===== src/rtl/if_fetch_stage_if.sv =====
// Fetch-stage bus bundle: instruction-memory request/response, redirect input and decode handshake.
// The master side is the fetch stage; the slave side is the surrounding pipeline and memory.
interface if_fetch_stage_if;
  logic        imem_req_o;
  logic [31:0] imem_addr_o;
  logic        imem_ready_i;
  logic        imem_rvalid_i;
  logic [31:0] imem_rdata_i;
  logic        redirect_i;
  logic [31:0] redirect_pc_i;
  logic        stall_i;
  logic        instr_valid_o;
  logic [31:0] instr_o;
  logic [31:0] pc_o;

  modport master (
    output imem_req_o, imem_addr_o, instr_valid_o, instr_o, pc_o,
    input  imem_ready_i, imem_rvalid_i, imem_rdata_i, redirect_i, redirect_pc_i, stall_i
  );

  modport slave (
    input  imem_req_o, imem_addr_o, instr_valid_o, instr_o, pc_o,
    output imem_ready_i, imem_rvalid_i, imem_rdata_i, redirect_i, redirect_pc_i, stall_i
  );
endinterface


===== src/rtl/if_fetch_stage.sv =====
// Instruction-fetch stage: owns the fetch PC, keeps one memory request outstanding,
// and buffers returned words with their PCs in a small FIFO ahead of decode.
module if_fetch_stage #(
  parameter logic [31:0] RESET_PC   = 32'h0000_0000,
  parameter int unsigned FIFO_DEPTH = 2,
  parameter logic [31:0] NOP_INSTR  = 32'h0000_0013
) (
  input  logic              clk,
  input  logic              rst_n,
  if_fetch_stage_if.master  bus
);

  localparam int unsigned PTR_W = (FIFO_DEPTH > 1) ? $clog2(FIFO_DEPTH) : 1;
  localparam int unsigned CNT_W = PTR_W + 1;
  localparam logic [CNT_W-1:0] DEPTH_C = CNT_W'(FIFO_DEPTH);

  typedef enum logic [1:0] {
    IDLE = 2'd0,
    WAIT = 2'd1,
    DROP = 2'd2
  } state_e;

  state_e            state_q, state_d;
  logic [31:0]       fetch_pc_q, fetch_pc_d;
  logic [31:0]       req_pc_q, req_pc_d;
  logic [CNT_W-1:0]  count_q, count_d;
  logic [PTR_W-1:0]  rd_ptr_q, rd_ptr_d;
  logic [PTR_W-1:0]  wr_ptr_q, wr_ptr_d;
  logic [31:0]       instr_mem_q [FIFO_DEPTH];
  logic [31:0]       instr_mem_d [FIFO_DEPTH];
  logic [31:0]       pc_mem_q    [FIFO_DEPTH];
  logic [31:0]       pc_mem_d    [FIFO_DEPTH];

  logic req;
  logic accept;
  logic push;
  logic pop;
  logic fifo_valid;

  // Request only with a free slot; a pending redirect suppresses it so no stale address is accepted.
  always_comb begin
    fifo_valid = (count_q != '0);
    req        = rst_n && (state_q == IDLE) && (count_q < DEPTH_C) && !bus.redirect_i;
    accept     = req && bus.imem_ready_i;
    push       = (state_q == WAIT) && bus.imem_rvalid_i && !bus.redirect_i;
    pop        = fifo_valid && !bus.stall_i && !bus.redirect_i;
  end

  assign bus.imem_req_o    = req;
  assign bus.imem_addr_o   = fetch_pc_q;
  assign bus.instr_valid_o = fifo_valid;
  assign bus.instr_o       = fifo_valid ? instr_mem_q[rd_ptr_q] : NOP_INSTR;
  assign bus.pc_o          = fifo_valid ? pc_mem_q[rd_ptr_q]    : 32'h0;

  always_comb begin
    state_d    = state_q;
    fetch_pc_d = fetch_pc_q;
    req_pc_d   = req_pc_q;

    unique case (state_q)
      IDLE: begin
        if (accept) begin
          state_d    = WAIT;
          req_pc_d   = fetch_pc_q;
          fetch_pc_d = fetch_pc_q + 32'd4;
        end
      end
      WAIT:    if (bus.imem_rvalid_i) state_d = IDLE;
      DROP:    if (bus.imem_rvalid_i) state_d = IDLE;
      default: state_d = IDLE;
    endcase

    // A response landing with the redirect is consumed here, so only a still-pending one needs DROP.
    if (bus.redirect_i) begin
      fetch_pc_d = bus.redirect_pc_i & ~32'h3;
      if (state_q == WAIT && !bus.imem_rvalid_i) state_d = DROP;
    end
  end

  always_comb begin
    count_d     = count_q;
    rd_ptr_d    = rd_ptr_q;
    wr_ptr_d    = wr_ptr_q;
    instr_mem_d = instr_mem_q;
    pc_mem_d    = pc_mem_q;

    if (bus.redirect_i) begin
      count_d  = '0;
      rd_ptr_d = '0;
      wr_ptr_d = '0;
    end else begin
      if (push) begin
        instr_mem_d[wr_ptr_q] = bus.imem_rdata_i;
        pc_mem_d[wr_ptr_q]    = req_pc_q;
        wr_ptr_d              = wr_ptr_q + 1'b1;
      end
      if (pop) rd_ptr_d = rd_ptr_q + 1'b1;
      case ({push, pop})
        2'b10:   count_d = count_q + 1'b1;
        2'b01:   count_d = count_q - 1'b1;
        default: count_d = count_q;
      endcase
    end
  end

  always_ff @(posedge clk) begin
    if (!rst_n) begin
      state_q    <= IDLE;
      fetch_pc_q <= RESET_PC;
      req_pc_q   <= RESET_PC;
      count_q    <= '0;
      rd_ptr_q   <= '0;
      wr_ptr_q   <= '0;
    end else begin
      state_q    <= state_d;
      fetch_pc_q <= fetch_pc_d;
      req_pc_q   <= req_pc_d;
      count_q    <= count_d;
      rd_ptr_q   <= rd_ptr_d;
      wr_ptr_q   <= wr_ptr_d;
    end
  end

  // Buffer storage needs no reset: count gates every read of it.
  always_ff @(posedge clk) begin
    instr_mem_q <= instr_mem_d;
    pc_mem_q    <= pc_mem_d;
  end

endmodule

===== src/flat_wrapper.sv =====
// flat-port wrapper written by rule: the top's interface ports become plain ports
module if_fetch_stage_flat 
#(
  parameter logic [31:0] RESET_PC   = 32'h0000_0000,
  parameter int unsigned FIFO_DEPTH = 2,
  parameter logic [31:0] NOP_INSTR  = 32'h0000_0013
)
  (clk, rst_n, bus_imem_req_o, bus_imem_addr_o, bus_instr_valid_o, bus_instr_o, bus_pc_o, bus_imem_ready_i, bus_imem_rvalid_i, bus_imem_rdata_i, bus_redirect_i, bus_redirect_pc_i, bus_stall_i);
  if_fetch_stage_if bus_i ();
  input  logic clk;
  input  logic rst_n;
  output wire logic [$bits(bus_i.imem_req_o)-1:0] bus_imem_req_o;
  output wire logic [$bits(bus_i.imem_addr_o)-1:0] bus_imem_addr_o;
  output wire logic [$bits(bus_i.instr_valid_o)-1:0] bus_instr_valid_o;
  output wire logic [$bits(bus_i.instr_o)-1:0] bus_instr_o;
  output wire logic [$bits(bus_i.pc_o)-1:0] bus_pc_o;
  input wire logic [$bits(bus_i.imem_ready_i)-1:0] bus_imem_ready_i;
  input wire logic [$bits(bus_i.imem_rvalid_i)-1:0] bus_imem_rvalid_i;
  input wire logic [$bits(bus_i.imem_rdata_i)-1:0] bus_imem_rdata_i;
  input wire logic [$bits(bus_i.redirect_i)-1:0] bus_redirect_i;
  input wire logic [$bits(bus_i.redirect_pc_i)-1:0] bus_redirect_pc_i;
  input wire logic [$bits(bus_i.stall_i)-1:0] bus_stall_i;
  assign bus_imem_req_o = bus_i.imem_req_o;
  assign bus_imem_addr_o = bus_i.imem_addr_o;
  assign bus_instr_valid_o = bus_i.instr_valid_o;
  assign bus_instr_o = bus_i.instr_o;
  assign bus_pc_o = bus_i.pc_o;
  assign bus_i.imem_ready_i = bus_imem_ready_i;
  assign bus_i.imem_rvalid_i = bus_imem_rvalid_i;
  assign bus_i.imem_rdata_i = bus_imem_rdata_i;
  assign bus_i.redirect_i = bus_redirect_i;
  assign bus_i.redirect_pc_i = bus_redirect_pc_i;
  assign bus_i.stall_i = bus_stall_i;
  if_fetch_stage #(.RESET_PC(RESET_PC), .FIFO_DEPTH(FIFO_DEPTH), .NOP_INSTR(NOP_INSTR)) u_core (.clk(clk), .rst_n(rst_n), .bus(bus_i));
endmodule

===== config.mk =====
export PLATFORM = sky130hd
export DESIGN_NAME = if_fetch_stage_flat
export DESIGN_NICKNAME = d
export VERILOG_FILES = /design/src/rtl/if_fetch_stage_if.sv /design/src/rtl/if_fetch_stage.sv /design/src/flat_wrapper.sv
export SDC_FILE = /design/constraint.sdc
export NUM_CORES = 1
export LEC_CHECK = 0
export CORE_AREA = 5 5 161 163
export DETAILED_ROUTE_END_ITERATION = 12
export DIE_AREA = 0 0 166 168
export SYNTH_ARGS = -nofsm -noshare
export SYNTH_HDL_FRONTEND = slang
export SYNTH_SLANG_ARGS = --single-unit

===== constraint.sdc =====
create_clock -name clk -period 5.5 [get_ports clk]
set_input_delay 1.375 -clock clk [delete_from_list [all_inputs] [get_ports clk]]
set_output_delay 1.375 -clock clk [all_outputs]
set_load 0.02 [all_outputs]

# Word-level counts from Yosys, hierarchy flattened
# Cells that the tools add are included.
# word_totals
ff_bits	198
word_cells	72
in_bits	70
out_inout_bits	98
# op_classes
eq_ne	4
n_bitwise	4
mux	21
addsub	5
reduce_logical	23
magnitude_cmp	4
# op_table
operator	n
2-to-1 mux 32 bit	12
bitwise mux 64 bit	2
adder 32 x 3 -> 32 bit (second input constant)	1
demux 32 bit (select 1 bit)	1
logical AND 1 bit	10
2-to-1 mux 2 bit	4
case mux 2 bit (2 select lines)	2
nonzero test 2 bit	4
AND reduction 2 bit	3
== test 2 x 1 -> 1 bit (second input constant)	2
== test 2 bit (second input constant)	2
>= comparator 2 bit (second input constant)	2
inverter 1 -> 2 bit	2
OR reduction 2 bit	2
logical NOT 1 bit	3
adder 1 bit (second input constant)	2
adder 2 x 1 -> 2 bit (second input constant)	1
logical NOT 2 bit	1
less-than comparator 2 x 1 -> 1 bit (second input constant)	1
less-than comparator 2 bit (second input constant)	1
inverter 1 bit	2
subtractor 2 x 1 -> 2 bit (second input constant)	1

# Longest topological paths before layout
# Gate-level depths: netlist of the first run.
# logic_depth
depth_word	9
ltp_mapped	9
ltp_nobuf	7

# Worst setup path before layout of the first run
# OpenSTA, ideal clock, no wires.
# synth_path
path_type	input port to flip-flop
start	input port bus_redirect_i
end	register u_core.instr_mem_q[0] (netlist bit), enable pin
setup_slack_ns	0.440
t_arrival_ns	4.578
setup_time_ns	0.482
path_buffers	1
cell_stages	4
t_required_ns	5.018
cell_sequence	inv_1 > clkbuf_1 > nand3_1 > nor2_1
# synth_via
elab_chain_len	3
elab_cells_between_ends	4
classes_between	bitwise (1); reduce/logical (3)
# synth_lines
element	line	text
from (decl)	flat_wrapper.sv:20	input wire logic [$bits(bus_i.redirect_i)-1:0] bus_redirect_i;
logical NOT 1 bit	if_fetch_stage.sv:45	push = (state_q == WAIT) && bus.imem_rvalid_i && !bus.redirect_i;
logical AND 1 bit	if_fetch_stage.sv:45	
AND reduction 2 bit (no line) *	n/a	
to (signal assigned)	if_fetch_stage.sv:126	instr_mem_q <= instr_mem_d;
to (decl)	if_fetch_stage.sv:29	logic [31:0] instr_mem_q [FIFO_DEPTH];
# Mark *: on every way between the ends. The rest lies on a longest branch, timed or not.
# A chain may end at the register's enable or synchronous reset.

# Final worst setup path of the first run
# layout_path
start	input port rst_n
end	output port bus_imem_req_o
# layout_via
elab_chain_len	3
# layout_lines
element	line	text
from (decl)	flat_wrapper.sv:11	input logic rst_n;
logical AND 1 bit (3 in series)	if_fetch_stage.sv:43	req = rst_n && (state_q == IDLE) && (count_q < DEPTH_C) && !bus.redirect_i;
to (decl)	flat_wrapper.sv:12	output wire logic [$bits(bus_i.imem_req_o)-1:0] bus_imem_req_o;
# No other way between the ends.

==> impl_summary.txt, run 1 <==
----------------------------------------------------
[Setup path]
  Arrival time at the worst endpoint ... approximately 3.1 ns
  Sequence of cells on the critical path ... clkdlybuf4s50_1 -> and4bb_4 -> clkdlybuf4s50_1
  Startpoint types ... input pin
  FF-to-FF End ... u_core.state_q[1]
  Number of cell instances on the worst register-to-register path ... 8
  Longest individual stage delay on the worst path ... 0.79 ns
  Worst endpoint required time ... around 4.1 ns
  Crit end category ... output port
  Slowest stage cell on the critical path ... sky130_fd_sc_hd__clkdlybuf4s50_1
  Setup slack of the worst register-to-register path ... around 3.1 ns
  Critical path start-end classification ... input pin to output port
  Reg-to-Reg Start ... u_core.state_q[0]
  Most used cell, CP ... sky130_fd_sc_hd__clkdlybuf4s50_1
  Crit Path Max Fanout ... 15

[Placed design]
  Instance count after placement with tap cells included ... around 1100
  Final HPWL DP ... around 12000 um
  Count of buffers inserted at the top-level ports ... around 160
  RD Place Congestion ... 0.768

[Route]
  Vias per cell ... ~4.7
  Final wirelength ... 18500 um
  Vias post-DR ... ~5500
  Drc violations ... 0
  Detailed-router iteration count before antenna repair ... 5
  Average wire per cell in the routed design ... approximately 16 um
  Iteration-0 DRC Markers ... 340
  Post-detailed-route count of antenna-violating nets ... 0

[STA]
  Final sum of negative setup slack ... 0 ns
  Max-slew violation count ... 0
  F_max ... 223 MHz
  RSZ-0062 raised after global routing ... no
  Setup skew after layout ... between 0.01 and 0.015 ns
  Total setup violations reported at the end of the flow ... 0
  Count of final hold-check violations ... 0
  Fin crit share ... ~80%
  Worst-case headroom to the max-slew limit ... a little under a quarter
  Transition at the pin with the smallest max-transition slack ... approximately 1.1 ns
  Time the final worst path needs with I/O delays and setup ... 4.49 ns

[Floorplan]
  # rows ... 57
  Chip width ... around 170 um
  Number of primary I/O pins ... approximately 170
  Standard cell core area ... roughly 0.024 mm2
  DIE AREA ... approximately 0.028 mm2
  Die outline height ... ~170 um
  Initial core utilization ... ~32%

[Global route]
  Global-route wire length before repair ... between 20000 and 30000 um
  Number of global-route vias before repair ... about 5300
  Largest net degree at the start of global routing ... 64
  Remaining Overflow, GRT ... 0
  Overall fraction of global-route tracks in use ... approximately an eighth
  Initial antenna violation count ... 0

[Worst hold path]
  Worst Hold End ... u_core.pc_mem_q[29]
  Start point of the worst hold path ... u_core.req_pc_q[29]
  Number of instances on the worst hold path ... 0
  Hold crit path type ... register to register

[Clock network]
  PostCTS Resize Cnt ... 0
  Clock latency on the worst-skew pair ... 0.43 ns
  Total setup buffers inserted after CTS ... 0
  CTS H-tree lvls ... 4
  Clock sinks ... 190
  Reg clk slew, reported paths ... roughly 0.070 ns
  TritonCTS buffer count ... 17
  Library cell used as clock root buffer ... sky130_fd_sc_hd__clkbuf_16
  Count of hold-fix buffers inserted at cts ... 0
  Maximum root-to-sink buffer count ... 2
  Clock tree from TritonCTS ... yes

[Layout]
  Final std cells w/o fill ... 1153
  Post-layout nets ... around 900
  Fraction of layout instances using a drive strength above 1 ... under 10%
  Total area of sequential cells ... roughly 0.005 mm2
  Combined area of the multi-input logic cells ... roughly 0.0026 mm2
  Antenna Cells ... 0
  Filler cell count ... between 2000 and 2500
  Area Overhead vs Synth ... 32.0%

[Logic synthesis]
  Syn Inst Count ... roughly 670
  Seq/Total Area, Yosys ... ~64%
  Yosys reg bits ... between 150 and 200
  Post-synthesis instance area ... 0.00786 mm2
  Synthesized area per cell ... roughly 12 um2
  Synthesis Warnings ... 0
  Dominant register cell in the synthesized netlist ... sky130_fd_sc_hd__edfxtp_1
  Post-synthesis cell type count ... 54
  Share of async-settable or async-resettable flops after synthesis ... 0%
  Number of enable-type register cells in the synthesized netlist ... approximately 120

[Run]
  Max-cap violations ... 0

[Pwr]
  Final Total Pwr ... slightly below 0.003 W
  Worst voltage drop across the vdd grid ... around 0.00017 V
  Static Leak ... 3.23 nW
  Power density relative to cell area ... roughly 280 mW/mm2

[Status]
  Status ... finished clean

----------------------------------------------------
[cells in the mapped netlist (2+ instances only)]
cell type,number,area share [%]
sky130_fd_sc_hd__a21oi_1,50,3.2
sky130_fd_sc_hd__a2bb2oi_1,6,0.67
sky130_fd_sc_hd__a31oi_1,4,0.32
sky130_fd_sc_hd__a32oi_1,2,0.22
sky130_fd_sc_hd__and2_1,3,0.24
sky130_fd_sc_hd__and3_1,7,0.56
sky130_fd_sc_hd__and3_2,2,0.19
sky130_fd_sc_hd__and4_1,6,0.67
sky130_fd_sc_hd__buf_1,3,0.14
sky130_fd_sc_hd__buf_2,8,0.51
sky130_fd_sc_hd__buf_4,4,0.38
sky130_fd_sc_hd__buf_6,4,0.57
sky130_fd_sc_hd__clkbuf_1,22,1.1
sky130_fd_sc_hd__dfxtp_1,66,17
sky130_fd_sc_hd__edfxtp_1,124,47
sky130_fd_sc_hd__ha_1,5,0.80
sky130_fd_sc_hd__inv_1,8,0.38
sky130_fd_sc_hd__mux2_2,5,0.72
sky130_fd_sc_hd__mux2i_1,64,8.2
sky130_fd_sc_hd__nand2_1,97,4.6
sky130_fd_sc_hd__nand3_1,16,1.0
sky130_fd_sc_hd__nand3_2,3,0.38
sky130_fd_sc_hd__nand4_1,7,0.56
sky130_fd_sc_hd__nor2_1,75,3.6
sky130_fd_sc_hd__nor2b_1,2,0.16
sky130_fd_sc_hd__nor3_1,8,0.51
sky130_fd_sc_hd__nor4_1,5,0.40
sky130_fd_sc_hd__o21a_1,2,0.19
sky130_fd_sc_hd__o21ai_0,13,0.83
sky130_fd_sc_hd__o22ai_1,7,0.56
sky130_fd_sc_hd__or4_1,2,0.19
sky130_fd_sc_hd__xnor2_1,8,0.89
sky130_fd_sc_hd__xor2_1,6,0.67
[where the power goes]
part	switching [W]	total [W]	internal, W
registers	0.0000340	0.00157	0.00154
clock network	0.000570	0.00117	0.000602
logic	0.0000963	0.000197	0.000100
[cell usage in the layout (no fill, tap or decap), drive strengths merged, types with 2 or more instances in the layout]
master / synthesis / routed
xor2: 6 / 6
mux2: 5 / 5
buf: 19 / 9
mux2i: 64 / 64
clkinvlp: 0 / 2
o21ai: 13 / 13
clkbuf: 22 / 17
nor2: 75 / 75
xnor2: 8 / 8
o21a: 2 / 2
nor4: 6 / 6
a31oi: 4 / 4
clkdlybuf4s50: 0 / 161
dfxtp: 66 / 66
edfxtp: 124 / 124
or4: 2 / 2
conb: 1 / 4
ha: 5 / 5
a21oi: 50 / 50
and2: 3 / 3
clkinv: 1 / 7
inv: 8 / 15
a2bb2oi: 6 / 6
nand3: 20 / 20
and4: 6 / 6
nand4: 7 / 7
nor3: 8 / 8
nand2: 97 / 97
and3: 9 / 9
a32oi: 2 / 2
nor2b: 2 / 2
o22ai: 7 / 7
[metal layers]
layer | vias up | track usage [%] | wire length [um]
li1 | 2699 | - | -
met1 | 2591 | 18.4 | 9150
met2 | 170 | 19.9 | 8080
met3 | 16 | 3.17 | 1030
met4 | 0 | 4.45 | 260
met5 | - | 0 | 0
[registers in the layout, indices dropped and copies added (netlist names)]
signal,cells
u_core.bus.imem_addr_o,30
u_core.count_q,2
u_core.instr_mem_q,64
u_core.pc_mem_q,60
u_core.rd_ptr_q,1
u_core.req_pc_q,30
u_core.state_q,2
u_core.wr_ptr_q,1
[how the worst max path moves through the flow]
stage                         from                     to  depth (start not counted)
finish                       rst_n         bus_imem_req_o                          3
detailed placement           rst_n         bus_imem_req_o                          3
CTS                          rst_n         bus_imem_req_o                          3
floorplan           bus_redirect_i  u_core.instr_mem_q[0]                          4
global placement             rst_n         bus_imem_req_o                          3
global route                 rst_n         bus_imem_req_o                          3
[area by class of cell]
cell class                      instances  area share, %
Clock buffer                           17           4.10
Clock inverter                         15           1.42
Inverter                                9          0.326
Multi-Input combinational cell        428           25.1
Sequential cell                       190           48.7
Tap cell                              324           3.91
Timing Repair Buffer                  170           16.4
[cells by family (layout without fill, tap and decap cells)]
group | count (synthesis) | count (layout) | synth area share [%]
buffers and inverters | 50 | 211 | 3.09
other | 1 | 4 | 0.0477
multiplexers | 69 | 69 | 8.87
flip-flops | 190 | 190 | 64.2
AND/OR/NAND/NOR | 240 | 240 | 14.2
AO/OA/AOI/OAI | 96 | 96 | 7.26
XOR/XNOR | 14 | 14 | 1.56
adder cells (fa/ha/maj) | 5 | 5 | 0.796
[stage by stage]
step                      worst slack [ns]  hold slack, ns  instance area (um2)  utilization [%]
after global routing                 0.925           0.480                10400             42.9
after CTS                             1.01           0.458                10400             42.9
after detailed placement              1.02           0.440                 9800             40.5
after global placement                1.05           0.432                 9800             40.5
after floorplan                      0.440           0.425                 7870                -
final                                 1.01           0.454                10400             42.9
[worst max-delay path: cells and delay by family]
| family | cells | cell delay, ns |
|---|---|---|
| simple gates | 1 | 0.34 |
| buf+inv | 2 | 1.40 |
Note: power is estimated with default switching activity, not from simulation.
==> run 2, diff against run 1 <==
==> constraint.sdc (replaced) <==
create_clock -name clk -period 4.2 [get_ports clk]
set_input_delay 1.05 -clock clk [delete_from_list [all_inputs] [get_ports clk]]
set_output_delay 1.05 -clock clk [all_outputs]
set_load 0.02 [all_outputs]
==> impl_summary.txt, run 2 (synthesized netlist as in run 1, its figures left out) <==
----------------------------------------------------
[Route]
  Iteration-0 DRC Markers ... 313 (-7.9%)
  Post-detailed-route count of antenna-violating nets ... 0 (unchanged)
  Met1 layer wirelength in the final routing ... 9130 um (-0.22%)
  DR WL met3 ... 1040 um (+0.77%)
  Average wire per cell in the routed design ... 16.0 um (-0.13%)
  Highest metal layer with signal wires ... met4
  Vias per cell ... 4.71 (-0.88%)
  Detailed-router iteration count before antenna repair ... 5 (unchanged)
  Routed wire length on met2 ... 8360 um (+3.4%)
  Vias post-DR ... 5461 (-0.27%)
  Drc violations ... 0 (unchanged)
  Final wirelength ... 18600 um (+0.48%)

[Setup path]
  Most used cell, CP ... sky130_fd_sc_hd__clkdlybuf4s50_1
  Sequence of cells on the critical path ... clkdlybuf4s50_1 -> and4bb_4 -> clkdlybuf4s50_1
  Arrival time at the worst endpoint ... 2.46 ns (-0.66 ns)
  Crit end category ... output port
  Worst endpoint required time ... 3.15 ns (-0.97 ns)
  Reg-to-Reg Start ... u_core.state_q[1]
  Sum of buffers and inverters on the critical path ... 2 (unchanged)
  Startpoint types ... input pin
  Setup slack of the worst register-to-register path ... 1.98 ns (-1.14 ns)
  Longest individual stage delay on the worst path ... 0.62 ns (-0.17 ns)
  Number of cell instances on the worst register-to-register path ... 7 (-1)
  Slowest stage cell on the critical path ... sky130_fd_sc_hd__clkdlybuf4s50_1
  Crit Path Max Fanout ... 5 (-10)
  FF-to-FF End ... u_core.bus.imem_addr_o[18]
  Critical path start-end classification ... input pin to output port
  Family with the most delay on the worst path ... buffers and inverters

[STA]
  Count of final hold-check violations ... 0 (unchanged)
  Max-slew violation count ... 0 (unchanged)
  Worst-case headroom to the max-slew limit ... 57.3% (+34 points)
  Total setup violations reported at the end of the flow ... 0 (unchanged)
  F_max ... ~280 MHz
  Transition at the pin with the smallest max-transition slack ... 0.636 ns (-0.507 ns)
  Setup skew after layout ... 0.0139 ns (+0.00310 ns)
  Fin crit share ... between 80% and 90%
  Time the final worst path needs with I/O delays and setup ... approximately 3.5 ns
  RSZ-0062 raised after global routing ... no

[Floorplan]
  Initial core utilization ... 32.5% (unchanged)
  Number of primary I/O pins ... 168 (unchanged)
  # rows ... 57 (unchanged)
  Die outline height ... 168 um (unchanged)
  DIE AREA ... 0.0279 mm2 (unchanged)
  Standard cell core area ... 0.0242 mm2 (unchanged)
  Chip width ... 166 um (unchanged)

[Run]
  Max-cap violations ... 0 (unchanged)

[Pwr]
  Clk pwr share ... 39.6% (-0.3 points)
  Power density relative to cell area ... 369 mW/mm2 (+30%)
  Switching power as a share of total power ... 23.7% (-0.14 points)
  Switching Power ... 0.000909 W (+30%)
  Worst voltage drop across the vdd grid ... 0.000185 V (+6.2%)
  Internal power ... 0.00293 W (+31%)
  Part of the power in registers ... 53.6% (+0.2 points)
  Static Leak ... 3.26 nW (+0.95%)
  Combinational cell fraction of total power ... 6.7% (about the same)

[Clock network]
  TritonCTS buffer count ... 17 (unchanged)
  Count of hold-fix buffers inserted at cts ... 0 (unchanged)
  CTS H-tree lvls ... 4 (unchanged)
  PostCTS Resize Cnt ... 0 (unchanged)
  Clock sinks ... 190 (unchanged)
  Clock tree from TritonCTS ... yes
  Library cell used as clock root buffer ... sky130_fd_sc_hd__clkbuf_16
  Total setup buffers inserted after CTS ... 0 (unchanged)
  Reg clk slew, reported paths ... 0.08 ns (about the same)
  Maximum root-to-sink buffer count ... 2 (unchanged)
  Clock latency on the worst-skew pair ... 0.42 ns (about the same)

[Layout]
  Area of all placed cells without fillers ... 0.0104 mm2 (+0.40%)
  Combined area of the multi-input logic cells ... 0.00261 mm2 (unchanged)
  Commonest cells after routing, fill and taps aside ... 161 x sky130_fd_sc_hd__clkdlybuf4s50_1, 124 x sky130_fd_sc_hd__edfxtp_1, 96 x sky130_fd_sc_hd__nand2_1, 72 x sky130_fd_sc_hd__nor2_1, 65 x sky130_fd_sc_hd__dfxtp_1
  Antenna Cells ... 0 (unchanged)
  Largest registers ... u_core.instr_mem_q x64, u_core.pc_mem_q x60
  Post-layout nets ... 898 (+0.79%)
  Final std cells w/o fill ... 1160 (+0.61%)
  Largest register FFs ... 64 (unchanged)
  Filler cell count ... 2254 (-2.0%)
  Fraction of layout instances using a drive strength above 1 ... 7.78% (+0.66 points)
  Most frequent standard cell in the layout excluding fill and tap cells ... sky130_fd_sc_hd__clkdlybuf4s50_1
  Register with the most flip-flops ... u_core.instr_mem_q
  Area Overhead vs Synth ... 32.5%
  Total area of sequential cells ... 0.00505 mm2 (unchanged)

[Worst hold path]
  Start point of the worst hold path ... u_core.req_pc_q[5]
  Number of instances on the worst hold path ... 0 (unchanged)
  Hold crit path type ... register to register
  Worst Hold End ... u_core.pc_mem_q[5]

[Placed design]
  Cell area after placement ... 0.00985 mm2 (+0.54%)
  Instance count after placement with tap cells included ... 1128 (+0.62%)
  Count of buffers inserted at the top-level ports ... 161 (unchanged)
  Final HPWL DP ... 12800 um (+3.2%)
  RD Place Congestion ... 0.781 (+1.7%)

[Global route]
  Initial antenna violation count ... 0 (unchanged)
  Number of global-route vias before repair ... 5327 (+1.2%)
  Overall fraction of global-route tracks in use ... 13.2% (+0.13 points)
  Global-route wire length before repair ... 29500 um (+2.0%)
  Remaining Overflow, GRT ... 0 (unchanged)
  Largest net degree at the start of global routing ... 49 (-23%)

[Status]
  Status ... finished clean

----------------------------------------------------
## run 2: changes by cell type in the layout (fill, tap and decap cells not counted)
cell	before	now
sky130_fd_sc_hd__inv_6	4	1
sky130_fd_sc_hd__clkinv_4	3	4
sky130_fd_sc_hd__clkbuf_1	0	1
sky130_fd_sc_hd__clkinv_8	2	1
sky130_fd_sc_hd__buf_4	7	14
sky130_fd_sc_hd__inv_8	3	4
sky130_fd_sc_hd__clkinvlp_4	2	3
## run 2: worst max path at each step
stage,endpoint,slack [ns],from,cells after the start
global placement,bus_imem_req_o,0.70,bus_redirect_i,3
finish,bus_imem_req_o,0.69,bus_redirect_i,3
CTS,bus_imem_req_o,0.68,bus_redirect_i,3
global route,bus_imem_req_o,0.63,bus_redirect_i,3
floorplan,u_core.instr_mem_q[0],-0.54,bus_redirect_i,4
detailed placement,bus_imem_req_o,0.69,bus_redirect_i,3
## run 2: area by class of cell
| cell class | instances | share of cell area, % |
|---|---|---|
| clock inverters | 14 | 1.27 |
| well taps | 324 | 3.89 |
| multi-input cells | 428 | 25.0 |
| repair buffers | 177 | 16.9 |
| flip-flops and latches | 190 | 48.5 |
| inverters | 9 | 0.324 |
| clock buffers | 18 | 4.12 |
## run 2: routing by layer
metal / global-route usage (%) / vias up
li1: - / 2708
met5: 0 / -
met1: 18.7 / 2593
met2: 20.1 / 155
met3: 3.82 / 5
met4: 3.34 / 0
## run 2: metrics by stage
| stage | utilization, % | total power [W] | hold slack (ns) | setup TNS [ns] | setup WS, ns |
|---|---|---|---|---|---|
| floorplan | - | 0.00221 | 0.425 | -66.36 | -0.535 |
| global placement | 40.7 | 0.00236 | 0.433 | 0 | 0.702 |
| global route | 43.1 | 0.00400 | 0.473 | 0 | 0.627 |
| CTS | 43.1 | 0.00389 | 0.456 | 0 | 0.681 |
| finish | 43.1 | 0.00384 | 0.455 | 0 | 0.687 |
| detailed placement | 40.7 | 0.00236 | 0.442 | 0 | 0.686 |
## run 2: power groups by stage
stage	logic [W]	clock network [W]	registers, W
4_1_cts	0.000262	0.00157	0.00206
6_report	0.000259	0.00152	0.00206
3_3_place_gp	0.000258	0	0.00210
2_1_floorplan	0.000104	0	0.00211
5_1_grt	0.000282	0.00165	0.00206
3_5_place_dp	0.000261	0	0.00210
